<file path="src/rtl/mem_arbiter.sv">
`default_nettype none
// +-----------------------------------------------------------------------------+
// | mem_arbiter: 2:1 inst/data memory arbiter with grant lock and in-order      |
// | response routing. Build option MEM_ARBITER_ROUND_ROBIN_EN selects           |
// | round-robin; default is fixed priority with data over inst.                 |
// | Revision: 1.0                                                               |
// +-----------------------------------------------------------------------------+
module mem_arbiter #(
  parameter int Xlen     = 64,
  parameter int MaskBits = Xlen / 8,
  parameter int Depth    = 4
) (
  input  logic                clk_i,
  input  logic                rst_i,
  input  logic                inst_valid_i,
  input  logic                data_valid_i,
  output logic                inst_ready_o,
  output logic                data_ready_o,
  input  logic [Xlen-1:0]     inst_addr_i,
  input  logic [Xlen-1:0]     data_addr_i,
  input  logic [Xlen-1:0]     inst_wdata_i,
  input  logic [Xlen-1:0]     data_wdata_i,
  input  logic [MaskBits-1:0] inst_wmask_i,
  input  logic [MaskBits-1:0] data_wmask_i,
  output logic [Xlen-1:0]     inst_rdata_o,
  output logic [Xlen-1:0]     data_rdata_o,
  output logic                inst_rvalid_o,
  output logic                data_rvalid_o,
  output logic                mem_valid_o,
  input  logic                mem_ready_i,
  output logic [Xlen-1:0]     mem_addr_o,
  output logic [Xlen-1:0]     mem_wdata_o,
  output logic [MaskBits-1:0] mem_wmask_o,
  input  logic [Xlen-1:0]     mem_rdata_i,
  input  logic                mem_rvalid_i,
  output logic                err_o
);

  localparam int             PTR_W    = $clog2(Depth);
  localparam logic [PTR_W:0] CNT_FULL = (PTR_W + 1)'(Depth);

  logic [PTR_W:0]   count_q, count_d;
  logic [PTR_W-1:0] head_q, head_d;
  logic [PTR_W-1:0] tail_q, tail_d;
  logic [Depth-1:0] owner_q, owner_d;
  logic             locked_q, locked_d;
  logic             locked_id_q, locked_id_d;
  logic             err_q, err_d;
  logic             grant;
  logic             accept;
  logic             pop;
`ifdef MEM_ARBITER_ROUND_ROBIN_EN
  logic             last_q, last_d;
`endif

  // Grant: 0 = inst, 1 = data.
  always_comb begin
    grant = data_valid_i;
    if (locked_q) begin
      grant = locked_id_q;
    end else if (inst_valid_i && data_valid_i) begin
`ifdef MEM_ARBITER_ROUND_ROBIN_EN
      grant = ~last_q;
`else
      grant = 1'b1;
`endif
    end
  end

  assign mem_valid_o   = (inst_valid_i || data_valid_i) && (count_q != CNT_FULL);
  assign accept        = mem_valid_o && mem_ready_i;
  assign inst_ready_o  = accept && !grant;
  assign data_ready_o  = accept && grant;
  assign mem_addr_o    = grant ? data_addr_i  : inst_addr_i;
  assign mem_wdata_o   = grant ? data_wdata_i : inst_wdata_i;
  assign mem_wmask_o   = grant ? data_wmask_i : inst_wmask_i;

  assign pop           = mem_rvalid_i && (count_q != '0);
  assign inst_rvalid_o = pop && !owner_q[head_q];
  assign data_rvalid_o = pop && owner_q[head_q];
  assign inst_rdata_o  = mem_rdata_i;
  assign data_rdata_o  = mem_rdata_i;
  assign err_o         = err_q;

  always_comb begin
    owner_d     = owner_q;
    head_d      = head_q;
    tail_d      = tail_q;
    count_d     = count_q;
    locked_d    = locked_q;
    locked_id_d = locked_id_q;
    err_d       = mem_rvalid_i && (count_q == '0);
`ifdef MEM_ARBITER_ROUND_ROBIN_EN
    last_d      = last_q;
`endif
    if (accept) begin
      owner_d[tail_q] = grant;
      tail_d          = tail_q + PTR_W'(1);
      locked_d        = 1'b0;
`ifdef MEM_ARBITER_ROUND_ROBIN_EN
      last_d          = grant;
`endif
    end else if (mem_valid_o) begin
      // Stalled request: pin the grant until the downstream takes it.
      locked_d    = 1'b1;
      locked_id_d = grant;
    end
    if (pop) begin
      head_d = head_q + PTR_W'(1);
    end
    case ({accept, pop})
      2'b10:   count_d = count_q + (PTR_W + 1)'(1);
      2'b01:   count_d = count_q - (PTR_W + 1)'(1);
      default: count_d = count_q;
    endcase
  end

  always_ff @(posedge clk_i or posedge rst_i) begin
    if (rst_i) begin
      owner_q     <= '0;
      head_q      <= '0;
      tail_q      <= '0;
      count_q     <= '0;
      locked_q    <= 1'b0;
      locked_id_q <= 1'b0;
      err_q       <= 1'b0;
`ifdef MEM_ARBITER_ROUND_ROBIN_EN
      // Last grant reads as data so inst wins the first contested round.
      last_q      <= 1'b1;
`endif
    end else begin
      owner_q     <= owner_d;
      head_q      <= head_d;
      tail_q      <= tail_d;
      count_q     <= count_d;
      locked_q    <= locked_d;
      locked_id_q <= locked_id_d;
      err_q       <= err_d;
`ifdef MEM_ARBITER_ROUND_ROBIN_EN
      last_q      <= last_d;
`endif
    end
  end

endmodule
`default_nettype wire

</file>
<file path="config.mk">
export PLATFORM = sky130hd
export DESIGN_NAME = mem_arbiter
export DESIGN_NICKNAME = d
export VERILOG_FILES = /design/src/rtl/mem_arbiter.sv
export SDC_FILE = /design/constraint.sdc
export NUM_CORES = 1
export LEC_CHECK = 0
export CORE_AREA = 2 2 240 242
export CTS_CLUSTER_SIZE = 20
export DETAILED_ROUTE_END_ITERATION = 10
export DIE_AREA = 0 0 242 244
export PLACE_DENSITY = 0.33
export SLEW_MARGIN = 40
export SYNTH_ARGS = -nofsm -noshare
export SYNTH_HDL_FRONTEND = slang
export SYNTH_SLANG_ARGS = --single-unit
</file>
<file path="constraint.sdc">
create_clock -name clk_i -period 2.5 [get_ports clk_i]
set_input_delay 0.25 -clock clk_i [delete_from_list [all_inputs] [get_ports clk_i]]
set_output_delay 0.25 -clock clk_i [all_outputs]
set_load 0.05 [all_outputs]
</file>
==> impl_metrics.env, run 1 <==
export IMPL_pin_count=612
export IMPL_finalSetupTns_ns=0
export IMPL_p_sw_share_pct=53.7
export IMPL_root_buffer="clkbuf_16"
export IMPL_setup_violations=0
export IMPL_final_cells=1668
export IMPL_yosysTopAreaCellShare_pct=45.1
export IMPL_drcViolationCount=0
export IMPL_drtAntennaViolNets=0
export IMPL_mappedNetlistNets=979
export IMPL_clockBufferDepth=2
export IMPL_startpoint_type="register"
export IMPL_worst_path_max_delay_cell="or3b_4"
export IMPL_num_vias=4599
export IMPL_place_area_um2=9030
export IMPL_clock_sinks=14
export IMPL_rsz0062_at_grt="no"
export IMPL_n_antenna_cell=0
export IMPL_fill_cells=6406
export IMPL_crit_required_ns=2.67
export IMPL_combPwrFrac_pct=93.1
export IMPL_synth_seq_cells=14
export IMPL_intPower_uw=5240
export IMPL_cpPeakStageDelay_ns=0.45
export IMPL_cp_end_kind="register"
export IMPL_cts_resized=0
export IMPL_synth_cell_types=27
export IMPL_row_count=87
export IMPL_drt_iter0_markers=93
export IMPL_numCtsBuffers=3
export IMPL_nets=1261
export IMPL_synth_area_um2=3400
export IMPL_path_max_fanout=6
export IMPL_crit_buf_inv=2
export IMPL_die_w_um=242
export IMPL_p_leak_uw=0.00412
export IMPL_path_clk_slew_ns=0.05
export IMPL_die_h_um=244
export IMPL_fmax_mhz=447
export IMPL_hold_violations=0
export IMPL_period_share_pct=89.5
export IMPL_grt_pass1_wl_um=30200
export IMPL_clkPwrFrac_pct=3.0
export IMPL_yosysTopAreaCell="nand2_1"
export IMPL_routed_wl_um=21000
export IMPL_peakVddDrop_mv=0.451
export IMPL_grt_overflow=0
export IMPL_critPathMostFrequentCell="xor2_1"
export IMPL_gp_congestion=0.788
export IMPL_fin_area_um2=9120
export IMPL_antenna_found_initial=0
export IMPL_core_um2=56200
export IMPL_clkLatencyLatePin_ns=0.24
export IMPL_area_growth_pct=168
export IMPL_maxCapViolCount=0
export IMPL_initial_core_util_pct=6.06
export IMPL_synth_area_leaders="nand2_1 (45%), buf_4 (28%), dfrtp_1 (10%)"
export IMPL_powerDensity_nw_per_um2=1240
export IMPL_slew_violations=0
export IMPL_ys_seq_area_share_pct=10.3
export IMPL_holdWs_ns=0.385
export IMPL_vias_per_cell=2.76
export IMPL_outcome="complete, no violations"
export IMPL_htree_levels=1
export IMPL_cts_setup_buffers=0
export IMPL_power_share_sequential_pct=4.0
export IMPL_cp_arrival_ns=2.40
export IMPL_clock_skew_ns=0.00180
export IMPL_dr_pass1_iters=4
export IMPL_crit_family="simple AND/OR/NAND/NOR gates"
export IMPL_grt_max_degree=59
export IMPL_synth_area_per_cell_um2=5.39
export IMPL_crit_type="reg -> reg"
export IMPL_synthCells=631
export IMPL_hold_class="in -> async"
export IMPL_dp_cells=1664
export IMPL_hold_buffers=0
export IMPL_relSlewSlack_pct=60.1
export IMPL_yosys_warnings=0
export IMPL_finalCriticalPeriod_ns=2.24
export IMPL_switchingPower_uw=6070
export IMPL_worstPathCellList="or3b_4 -> and2_4 -> inv_2 -> ha_1 -> inv_1 -> fa_1 -> xor2_1 -> nor2_1 -> xor2_1"
export IMPL_tritoncts="yes"
export IMPL_grt_pass1_vias=4879
export IMPL_grtUsageTotal_pct=6.56
export IMPL_drive_gt1_share_pct=19.1
export IMPL_dp_final_hpwl_um=18000
export IMPL_die_area_um2=59000
export IMPL_portBuffers=419
export IMPL_wire_per_inst_um=12.6
export IMPL_worstMarginPinSlew_ns=0.598
final timing paths:
path / start / endpoint / slack, ns / depth (start not counted)
min in group clk_i: head_q[1]$_DFFE_PP0P_ / head_q[1]$_DFFE_PP0P_ / 0.48 / 1
max in group asynchronous: rst_i / tail_q[0]$_DFFE_PP0P_ / 1.73 / 2
setup / recovery: count_q[0]$_DFFE_PP0P_ / count_q[2]$_DFFE_PP0P_ / 0.26 / 9
setup reg to reg: count_q[0]$_DFFE_PP0P_ / count_q[2]$_DFFE_PP0P_ / 0.26 / 9
hold / removal: rst_i / count_q[1]$_DFFE_PP0P_ / 0.38 / 2
hold reg to reg: head_q[1]$_DFFE_PP0P_ / head_q[1]$_DFFE_PP0P_ / 0.48 / 1
kinds of logic (layout without fill, tap and decap cells):
logic type	after synthesis	in the layout	share of synthesized area, %
muxes	10	10	4.12
AOI/OAI and AO/OA	3	3	0.662
DFF	14	14	10.3
buffers and inverters	167	448	33.0
and+or+nand+nor	425	425	47.9
adders and majority gates	6	6	2.43
xor gates and xnor gates	6	6	1.54
routing by layer:
layer  global-route usage, %  share of wire, %  vias up
met5                       0                 0        -
met4                    2.02               3.3        0
met2                    11.9                50      302
li1                        -                 -     2317
met3                    2.55                10       51
met1                    6.99                37     1929
Yosys cell counts, drive strengths merged:
cell type / number
and3: 4
nor4b: 1
mux2i: 2
o31ai: 1
mux4: 1
nor3: 1
nand2: 409
buf: 149
fa: 1
clkbuf: 10
mux2: 7
dfrtp: 14
or3b: 1
and2: 2
nor2: 6
xnor2: 4
o21a: 2
inv: 8
xor2: 2
ha: 5
nor3b: 1
registers in the layout (all words and copies together) (netlist names):
| signal | flops |
|---|---|
| count_q | 3 |
| err_o | 1 |
| head_q | 2 |
| locked_id_q | 1 |
| locked_q | 1 |
| owner_q | 4 |
| tail_q | 2 |
cells in the final DEF (no fill, tap or decap), types with 2 or more instances in the layout:
master           synthesis  layout
xor2_1                   2       2
buf_4                  128      15
clkbuf_16                0       3
inv_1                    7       7
buf_12                   0     143
ha_1                     5       5
o21a_1                   2       2
clkdlybuf4s50_1          0     278
mux2_4                   5       6
and3_1                   4       4
xnor2_1                  4       4
nor2_1                   6       6
nand2_1                409     409
dfrtp_1                 14      14
cell type report:
type                    instances  area [µm²]  area share (%)
flip-flops and latches         14         350            3.84
inverters                       8        30.0           0.329
clock buffers                   4        88.8           0.974
well taps                     756         946            10.4
repair buffers                436        5760            63.2
multi-input cells             450        1940            21.3
power groups by stage:
stage | Clock (µW) | Sequential, µW | Combinational [µW]
3_3_place_gp | 0 | 453 | 10700
2_1_floorplan | 0 | 430 | 5620
3_5_place_dp | 0 | 456 | 10700
5_1_grt | 347 | 477 | 11000
4_1_cts | 340 | 454 | 10700
6_report | 334 | 452 | 10500
per-stage QoR:
step	power, µW	utilization (%)	setup slack, ns
after floorplan	6050	-	0.412
after global placement	11200	16.1	0.166
after detailed placement	11200	16.1	0.144
after CTS	11500	16.2	0.241
after global routing	11900	16.2	0.169
final	11300	16.2	0.264
worst reg2reg max path, cell delays in order (launching register included):
cell and delay, ns:
dfrtp_1 0.43, or3b_4 0.45, and2_4 0.17, inv_2 0.08, ha_1 0.18, inv_1 0.06
fa_1 0.37, xor2_1 0.15, nor2_1 0.11, xor2_1 0.15
Power figures use the tool's default switching activity.
==> inputs of run 2 (changes only) <==
--- a/config.mk
+++ b/config.mk
@@ -5,10 +5,10 @@
 export SDC_FILE = /design/constraint.sdc
 export NUM_CORES = 1
 export LEC_CHECK = 0
-export CORE_AREA = 2 2 240 242
+export CORE_AREA = 2 2 237 239
 export CTS_CLUSTER_SIZE = 20
 export DETAILED_ROUTE_END_ITERATION = 10
-export DIE_AREA = 0 0 242 244
+export DIE_AREA = 0 0 239 241
 export PLACE_DENSITY = 0.33
 export SLEW_MARGIN = 40
 export SYNTH_ARGS = -nofsm -noshare
==> constraint.sdc (replaced) <==
create_clock -name clk_i -period 2.9 [get_ports clk_i]
set_input_delay 0.29 -clock clk_i [delete_from_list [all_inputs] [get_ports clk_i]]
set_output_delay 0.29 -clock clk_i [all_outputs]
set_load 0.05 [all_outputs]
==> run 2 against run 1 <==
Effect of this change: design area fell by 1.2%; highest routed layer unchanged; clock skew shrank 0.00083 ns; first-iteration DRC count is 28% higher; global-route usage increased by 0.77 points.
==> impl_metrics.env, run 2 (synthesis results as in run 1) <==
export IMPL_grt_max_degree=78
export IMPL_regMostFlops="owner_q"
export IMPL_crit_buf_inv=2
export IMPL_numCtsBuffers=3
export IMPL_crit_family="buffers and inverters"
export IMPL_path_clk_slew_ns=0.05
export IMPL_slew_violations=0
export IMPL_final_core_util_pct=16.4
export IMPL_startpoint_type="register"
export IMPL_gp_congestion=0.708
export IMPL_grt_pass1_wl_um=31200
export IMPL_peakVddDrop_mv=0.511
export IMPL_pin_count=612
export IMPL_ff2ff_setup_slack_ns=0.69
export IMPL_maxCapViolCount=0
export IMPL_clockBufferDepth=2
export IMPL_num_vias=4624
export IMPL_die_h_um=241
export IMPL_tritoncts="yes"
export IMPL_clock_skew_ns=0.000971
export IMPL_worst_path_max_delay_cell="clkdlybuf4s50_1"
export IMPL_path_max_fanout=6
export IMPL_powerDensity_nw_per_um2=1090
export IMPL_rsz0062_at_grt="no"
export IMPL_reg2reg_depth=9
export IMPL_grt_pass1_vias=4758
export IMPL_wire_per_inst_um=14.4
export IMPL_drt_iter0_markers=119
export IMPL_crit_required_ns=2.61
export IMPL_drcViolationCount=0
export IMPL_drive_gt1_share_pct=18.4
export IMPL_cp_arrival_ns=2.18
export IMPL_dp_final_hpwl_um=20400
export IMPL_area_growth_pct=165
export IMPL_p_leak_uw=0.00409
export IMPL_fmax_mhz=405
export IMPL_n_antenna_cell=0
export IMPL_cts_setup_buffers=0
export IMPL_initial_core_util_pct=6.20
export IMPL_die_w_um=239
export IMPL_reg2reg_to="count_q[2]$_DFFE_PP0P_"
export IMPL_crit_type="reg -> out"
export IMPL_biggestRegsByFlops="owner_q x4, count_q x3"
export IMPL_row_count=86
export IMPL_hold_violations=0
export IMPL_relSlewSlack_pct=63.8
export IMPL_cts_resized=0
export IMPL_grt_overflow=0
export IMPL_cpPeakStageDelay_ns=0.72
export IMPL_mostFrequentLayoutCells="nand2_1 (409), clkdlybuf4s50_1 (281), buf_12 (141), dfrtp_1 (14), buf_4 (10)"
export IMPL_finalSetupTns_ns=0
export IMPL_worstMarginPinSlew_ns=0.541
export IMPL_final_common_cell="nand2_1"
export IMPL_clkLatencyLatePin_ns=0.24
export IMPL_final_cells=1612
export IMPL_htree_levels=1
export IMPL_die_area_um2=57600
export IMPL_vias_per_cell=2.87
export IMPL_finalCriticalPeriod_ns=2.47
export IMPL_nets=1257
export IMPL_dr_pass1_iters=4
export IMPL_dp_cells=1608
export IMPL_cp_end_kind="output pin"
export IMPL_hold_class="in -> async"
export IMPL_root_buffer="clkbuf_16"
export IMPL_drtAntennaViolNets=0
export IMPL_outcome="complete, no violations"
export IMPL_clock_sinks=14
export IMPL_antenna_found_initial=0
export IMPL_fill_cells=6199
export IMPL_worstPathCellList="o31ai_1 -> inv_1 -> and2_1 -> clkdlybuf4s50_1"
export IMPL_portBuffers=419
export IMPL_period_share_pct=85.2
export IMPL_routed_wl_um=23300
export IMPL_reg2reg_from="count_q[0]$_DFFE_PP0P_"
export IMPL_largest_register_ffs=4
export IMPL_core_um2=54900
export IMPL_hold_buffers=0
export IMPL_grtUsageTotal_pct=7.33
export IMPL_setup_violations=0
run 2: how the worst max path moves through the flow:
stage	endpoint	slack (ns)	startpoint	depth (start not counted)
5_1_grt	data_rvalid_o	0.28	count_q[0]$_DFFE_PP0P_	4
3_3_place_gp	count_q[2]$_DFFE_PP0P_	0.45	data_valid_i	10
6_report	data_rvalid_o	0.43	count_q[0]$_DFFE_PP0P_	4
3_5_place_dp	count_q[2]$_DFFE_PP0P_	0.47	data_valid_i	10
2_1_floorplan	count_q[2]$_DFFE_PP0P_	0.81	count_q[0]$_DFFE_PP0P_	9
4_1_cts	data_rvalid_o	0.40	count_q[0]$_DFFE_PP0P_	4
run 2: routing by layer:
metal | part of all wire [%] | track usage (%)
met5 | 0 | 0
met4 | 4.2 | 3.09
met2 | 50 | 13.2
met3 | 11 | 2.54
met1 | 36 | 7.77
run 2: where the power goes:
group / switching (µW) / internal, µW / leakage (µW) / total, µW
sequential: 102 / 294 / 0.000167 / 396
clock: 78.4 / 209 / 0.0000442 / 287
combinational: 5140 / 3960 / 0.00387 / 9100
run 2: layout make-up:
cell class                      count  area [µm²]  area share, %
Tap cell                          704         881           9.78
Multi-Input combinational cell    450        1940           21.6
Timing Repair Buffer              432        5710           63.4
Clock buffer                        4        88.8          0.987
Sequential cell                    14         350           3.89
Inverter                            8        30.0          0.333
run 2: worst register-to-register path: stages, from the launching register on:
cell and delay [ns]:
dfrtp_1 0.43, or3b_4 0.45, and2_4 0.17, inv_2 0.08, ha_1 0.18, inv_1 0.06, fa_1 0.37, xor2_1 0.15
nor2_1 0.11, xor2_1 0.14
run 2: metrics by stage:
step / area (µm²) / hold WS [ns] / power (µW) / setup slack [ns]
floorplan: 3400 / 0.179 / 5210 / 0.812
finish: 9000 / 0.391 / 9790 / 0.429
global route: 9000 / 0.459 / 10300 / 0.282
CTS: 9000 / 0.420 / 10000 / 0.397
detailed placement: 8920 / 0.477 / 9700 / 0.468
global placement: 8920 / 0.477 / 9730 / 0.454
